File: src/rtl/tlk2711_axil_reg_bridge.sv
// tlk2711_axil_reg_bridge: AXI4-Lite slave that serializes PS accesses onto the
// single-cycle strobe register bus of the TLK2711 register manager.
module tlk2711_axil_reg_bridge #(
   parameter int ADDR_WIDTH = 32,
   parameter int RD_LATENCY = 1
) (
   input  logic                  clk,
   input  logic                  rst_n,
   input  logic [ADDR_WIDTH-1:0] s_axi_awaddr,
   input  logic                  s_axi_awvalid,
   output logic                  s_axi_awready,
   input  logic [63:0]           s_axi_wdata,
   input  logic [7:0]            s_axi_wstrb,
   input  logic                  s_axi_wvalid,
   output logic                  s_axi_wready,
   output logic [1:0]            s_axi_bresp,
   output logic                  s_axi_bvalid,
   input  logic                  s_axi_bready,
   input  logic [ADDR_WIDTH-1:0] s_axi_araddr,
   input  logic                  s_axi_arvalid,
   output logic                  s_axi_arready,
   output logic [63:0]           s_axi_rdata,
   output logic [1:0]            s_axi_rresp,
   output logic                  s_axi_rvalid,
   input  logic                  s_axi_rready,
   output logic                  o_reg_wen,
   output logic [15:0]           o_reg_waddr,
   output logic [63:0]           o_reg_wdata,
   output logic                  o_reg_ren,
   output logic [15:0]           o_reg_raddr,
   input  logic [63:0]           i_reg_rdata
);
   typedef enum logic [2:0] {IDLE, WR_ISSUE, WR_RESP, RD_ISSUE, RD_WAIT, RD_RESP} state_t;
   state_t state_q, state_d;
   logic aw_full_q, aw_full_d, w_full_q, w_full_d, ar_full_q, ar_full_d;
   logic [ADDR_WIDTH-1:0] aw_addr_q, ar_addr_q;
   logic [63:0] w_data_q;
   logic [7:0] w_strb_q;
   logic err_q, err_d, wr_last_q, wr_last_d;
   logic [2:0] cnt_q, cnt_d;
   logic [15:0] reg_waddr_q, reg_waddr_d, reg_raddr_q, reg_raddr_d;
   logic [63:0] reg_wdata_q, reg_wdata_d, rdata_q, rdata_d;
   logic aw_hs, w_hs, ar_hs, b_hs, r_hs, wr_err, rd_err, wr_pend, rd_pend;

   // readies are gated by rst_n so they drop the moment reset asserts
   assign s_axi_awready = rst_n && !aw_full_q;
   assign s_axi_wready  = rst_n && !w_full_q;
   assign s_axi_arready = rst_n && !ar_full_q;
   assign aw_hs = s_axi_awvalid && s_axi_awready;
   assign w_hs  = s_axi_wvalid && s_axi_wready;
   assign ar_hs = s_axi_arvalid && s_axi_arready;
   assign b_hs  = s_axi_bvalid && s_axi_bready;
   assign r_hs  = s_axi_rvalid && s_axi_rready;
   assign wr_pend = aw_full_q && w_full_q;
   assign rd_pend = ar_full_q;
   assign wr_err = (aw_addr_q >> 16) != '0 || aw_addr_q[2:0] != 3'd0 || w_strb_q != 8'hFF;
   assign rd_err = (ar_addr_q >> 16) != '0 || ar_addr_q[2:0] != 3'd0;
   assign aw_full_d = (aw_full_q && !b_hs) || aw_hs;
   assign w_full_d  = (w_full_q && !b_hs) || w_hs;
   assign ar_full_d = (ar_full_q && !r_hs) || ar_hs;
   assign o_reg_wen    = state_q == WR_ISSUE && !err_q;
   assign o_reg_ren    = state_q == RD_ISSUE && !err_q;
   assign o_reg_waddr  = reg_waddr_q;
   assign o_reg_wdata  = reg_wdata_q;
   assign o_reg_raddr  = reg_raddr_q;
   assign s_axi_bvalid = state_q == WR_RESP;
   assign s_axi_bresp  = (s_axi_bvalid && err_q) ? 2'b10 : 2'b00;
   assign s_axi_rvalid = state_q == RD_RESP;
   assign s_axi_rresp  = (s_axi_rvalid && err_q) ? 2'b10 : 2'b00;
   assign s_axi_rdata  = rdata_q;

   always_comb begin
      state_d = state_q;
      err_d = err_q;
      wr_last_d = wr_last_q;
      cnt_d = cnt_q;
      reg_waddr_d = reg_waddr_q;
      reg_wdata_d = reg_wdata_q;
      reg_raddr_d = reg_raddr_q;
      rdata_d = rdata_q;
      case (state_q)
         IDLE:
            // wr_last alternates priority when both directions are pending
            if (wr_pend && (!rd_pend || !wr_last_q)) begin
               state_d = WR_ISSUE;
               err_d = wr_err;
               reg_waddr_d = wr_err ? reg_waddr_q : aw_addr_q[15:0];
               reg_wdata_d = wr_err ? reg_wdata_q : w_data_q;
            end else if (rd_pend) begin
               state_d = RD_ISSUE;
               err_d = rd_err;
               reg_raddr_d = rd_err ? reg_raddr_q : ar_addr_q[15:0];
            end
         WR_ISSUE: begin
            wr_last_d = 1'b1;
            state_d = WR_RESP;
         end
         WR_RESP: state_d = s_axi_bready ? IDLE : WR_RESP;
         RD_ISSUE: begin
            wr_last_d = 1'b0;
            cnt_d = 3'(RD_LATENCY);
            state_d = RD_WAIT;
         end
         RD_WAIT: begin
            cnt_d = cnt_q - 3'd1;
            if (cnt_q == 3'd1) begin
               rdata_d = err_q ? 64'h0 : i_reg_rdata;
               state_d = RD_RESP;
            end
         end
         RD_RESP: state_d = s_axi_rready ? IDLE : RD_RESP;
         default: state_d = IDLE;
      endcase
   end

   always_ff @(posedge clk or negedge rst_n) begin
      if (!rst_n) begin
         state_q <= IDLE;
         aw_full_q <= 1'b0;
         w_full_q <= 1'b0;
         ar_full_q <= 1'b0;
         aw_addr_q <= '0;
         ar_addr_q <= '0;
         w_data_q <= '0;
         w_strb_q <= '0;
         err_q <= 1'b0;
         wr_last_q <= 1'b0;
         cnt_q <= '0;
         reg_waddr_q <= '0;
         reg_wdata_q <= '0;
         reg_raddr_q <= '0;
         rdata_q <= '0;
      end else begin
         state_q <= state_d;
         aw_full_q <= aw_full_d;
         w_full_q <= w_full_d;
         ar_full_q <= ar_full_d;
         if (aw_hs) aw_addr_q <= s_axi_awaddr;
         if (ar_hs) ar_addr_q <= s_axi_araddr;
         if (w_hs) begin
            w_data_q <= s_axi_wdata;
            w_strb_q <= s_axi_wstrb;
         end
         err_q <= err_d;
         wr_last_q <= wr_last_d;
         cnt_q <= cnt_d;
         reg_waddr_q <= reg_waddr_d;
         reg_wdata_q <= reg_wdata_d;
         reg_raddr_q <= reg_raddr_d;
         rdata_q <= rdata_d;
      end
   end
endmodule

File: config.mk
export PLATFORM = sky130hd
export DESIGN_NAME = tlk2711_axil_reg_bridge
export DESIGN_NICKNAME = d
export VERILOG_FILES = /design/src/rtl/tlk2711_axil_reg_bridge.sv
export SDC_FILE = /design/constraint.sdc
export NUM_CORES = 1
export LEC_CHECK = 0
export BUFFER_PORTS_ARGS = -buffer_cell sky130_fd_sc_hd__buf_2
export CELL_PAD_IN_SITES_DETAIL_PLACEMENT = 1
export CELL_PAD_IN_SITES_GLOBAL_PLACEMENT = 2
export CORE_MARGIN = 4
export CORE_UTILIZATION = 34
export CTS_CLUSTER_DIAMETER = 80
export DETAILED_ROUTE_END_ITERATION = 8
export PLACE_DENSITY = 0.86
export SYNTH_ARGS = -nofsm -noshare
export SYNTH_HDL_FRONTEND = slang
export SYNTH_SLANG_ARGS = --single-unit
File: constraint.sdc
create_clock -name clk -period 2.6 [get_ports clk]
set_input_delay 0.26 -clock clk [delete_from_list [all_inputs] [get_ports clk]]
set_output_delay 0.26 -clock clk [all_outputs]
set_load 0.02 [all_outputs]
==> reports/metrics.csv <==
metric;value;unit
synth_edf_count;0;
min_period_over_period;93.4;%
first_global_vias;10578;
async_flop_share;100;%
ir_drop;0.615;mV
slew_headroom;28.9;%
yosys.area.top_type_share;63.8;%
start_util;34.7;%
cts_tree;built;
grt_use_met3;5.12;%
cts_buffer_depth;3;
synth_simple_gate_area_share;11.2;%
final_cells;1921;
ant_nets;0;
track_usage;19.8;%
hpwl;23.7;mm
cts_buffers;36;
drv_slew;0;
arrival;2.82;ns
via_per_inst;4.73;
synth_cell_type_count;37;
drt-initial-drc-count;300;
clock-root-buffer;clkbuf_16;
clkTransAtPathRegs;0.06;ns
drc_errors;0;
synthFlopType;dfrtp_1;
clock-sinks;307;
ys_seq_area_share;63.8;%
cp_cell_sequence;nor4_1, nand4_1, nor4b_4, buf_12, mux2_2;
fin_skew;0.0149;ns
syn_inst;863;
vias;9081;
synthTopCellsByArea;dfrtp_1 64%, mux2_2 20%, nand2_1 4.5%, nand3b_1 4.1%, mux2_4 1.2%;
grt_pass1_wl;60.6;mm
clock.fmax;412;MHz
clk_latency;0.52;ns
fin_crit;2.43;ns
rsz0062_at_grt;yes;
wl;39.0;mm
final_util;50.6;%
fin_tns_setup;0;ns
top_usage_layer;met2;
yosys-mux-area-fraction;21.5;%
wl_per_cell;20.3;um
power.density;962;mW/mm^2
worst_setup_path_end_kind;flop;
synth_compound_area_share;0.967;%
overflow;0;
path_max_fanout;65;
antenna_found_initial;6;
status;complete, no violations;
post_cts_buffers;0;
grt_max_degree;177;
crit_path_start_kind;flop;
syn_area_per_cell;13.9;sq um
die_h;196;um
finalHoldViolations;0;
drv_cap;0;
htree_levels;2;
first_pass_iters;4;
die-area;0.0385;sq mm
use_met2;35.6;%
syn_area;0.0120;sq mm
setup-violations-final;0;
hold_path.class;in2reg;
slowest_delay;0.45;ns
io_pins;378;
worstMarginPinSlew;1.07;ns
place_inst;1665;
leakage;0.00902;uW
crit_required;2.99;ns
synth_adder_area_share;0.208;%
drive_above_1_share;46.5;%
coreArea;0.0347;sq mm
path_buf_inv;1;
place_congestion;0.762;
layout.nets;1644;
die_w;196;um
synth_xor_area_share;0;%
yosysWarnings;0;
port_buffers;375;
crit_type;reg2reg;
critical-path-slowest-cell;nor4_1;
synth_top_family_by_area;multiplexers;
area_delta_synth_final;45.9;%
yosys.area.top_type;dfrtp_1;
rows;68;
ys_ff_latch;307;
critical_path.top_delay_family;simple AND/OR/NAND/NOR gates;
use_met1;22.9;%
cell type report:
| class | count | area (sq um) |
|---|---|---|
| fillers | 3631 | 17200 |
| flip-flops and latches | 307 | 7680 |
| multi-input cells | 505 | 4100 |
| repair buffers | 581 | 3970 |
| clock buffers | 48 | 1040 |
| well taps | 455 | 569 |
| clock inverters | 17 | 178 |
| inverters | 4 | 15.0 |
| diodes | 4 | 10.0 |
cells by family (layout without fill, tap and decap cells):
family / count (synthesis) / count (layout)
DFF: 307 / 307
and+or+nand+nor: 255 / 255
muxes: 227 / 227
buffers and inverters: 52 / 650
AOI/OAI and AO/OA: 19 / 19
adders and majority gates: 2 / 2
other: 1 / 6
cells in the mapped netlist, types with 2 or more instances:
cell type	instances
mux2_4	10
buf_1	11
nor2_1	5
nor2b_1	9
nor3_1	4
buf_4	2
and3b_1	2
a21oi_1	8
nand3_1	2
ha_1	2
nand3b_1	65
nor4b_1	3
and2_1	3
nand4_1	2
mux2_2	209
nor4_1	6
dfrtp_1	307
nand2b_1	2
nor3b_1	5
nand2_1	144
mux2_1	7
clkbuf_1	26
buf_6	8
inv_1	4
o21ai_0	5
layout by cell type, fill, tap and decap left out, types with 3 or more instances in the layout:
master / netlist / routed
mux2_4: 10 / 10
buf_2: 1 / 374
diode_2: 0 / 4
bufinv_16: 0 / 3
dlygate4sd3_1: 0 / 187
buf_12: 0 / 5
clkbuf_16: 0 / 37
o21ai_0: 5 / 5
clkinv_2: 0 / 9
nor3b_1: 5 / 5
nor2_1: 5 / 5
and2_1: 3 / 3
nand2_1: 144 / 143
nor2b_1: 9 / 9
a21oi_1: 8 / 8
nor3_1: 4 / 4
clkbuf_1: 26 / 4
nor4b_1: 3 / 3
dfrtp_1: 307 / 307
mux2_2: 209 / 209
clkbuf_8: 0 / 7
buf_4: 2 / 13
inv_1: 4 / 4
mux2_1: 7 / 7
nand3b_1: 65 / 65
nor4_1: 6 / 6
flip-flops by register name (all words and copies together), names as in the netlist:
name,cells
w_strb_q,8
o_reg_wdata,64
err_q,1
s_axi_rdata,64
ar_addr_q,32
cnt_q,3
w_data_q,64
aw_addr_q,32
o_reg_raddr,16
w_full_q,1
o_reg_waddr,16
aw_full_q,1
wr_last_q,1
state_q,3
ar_full_q,1
layer usage:
metal	part of all wire [%]	up-vias
li1	-	4121
met1	39	4570
met2	52	300
met3	6.2	88
met4	3.4	2
met5	0.051	-
report_power, final:
part	total (uW)	leakage (uW)	internal, uW	switching (uW)
registers	7320	0.00392	6370	948
clock network	5160	0.000606	3120	2050
logic	4420	0.00449	2100	2320
metrics by stage:
| stage | cell area, sq um | hold slack [ns] | total power (uW) | setup WS (ns) |
|---|---|---|---|---|
| after floorplan | 12000 | -0.0356 | 9820 | 0.523 |
| after global placement | 14500 | 0.444 | 11200 | 0.266 |
| after detailed placement | 14500 | 0.452 | 11500 | 0.209 |
| after CTS | 17500 | 0.000640 | 16900 | 0.0661 |
| after global routing | 17600 | 0.000645 | 17900 | -0.0214 |
| final | 17600 | 0.0170 | 16900 | 0.171 |
final timing paths:
path,slack (ns),endpoint,startpoint,cells after the start
max in group asynchronous,0.65,s_axi_rdata[57],rst_n,4
setup reg to reg,0.17,o_reg_wdata[60],aw_addr_q[17],5
setup / recovery,0.17,o_reg_wdata[60],aw_addr_q[17],5
hold reg to reg,0.46,s_axi_rdata[11],s_axi_rdata[11],2
hold / removal,0.02,ar_addr_q[27],s_axi_araddr[27],2
min in group asynchronous,0.51,w_strb_q[7],rst_n,3
repair_timing:
| item | in CTS | in global routing |
|---|---|---|
| gates resized for setup | 0 | 1 |
| hold buffers | 187 | 0 |
| endpoints found under the hold margin | 254 | 0 |
| endpoints found under the setup margin | 0 | 12 |
Note: power is estimated with default switching activity, not from simulation.
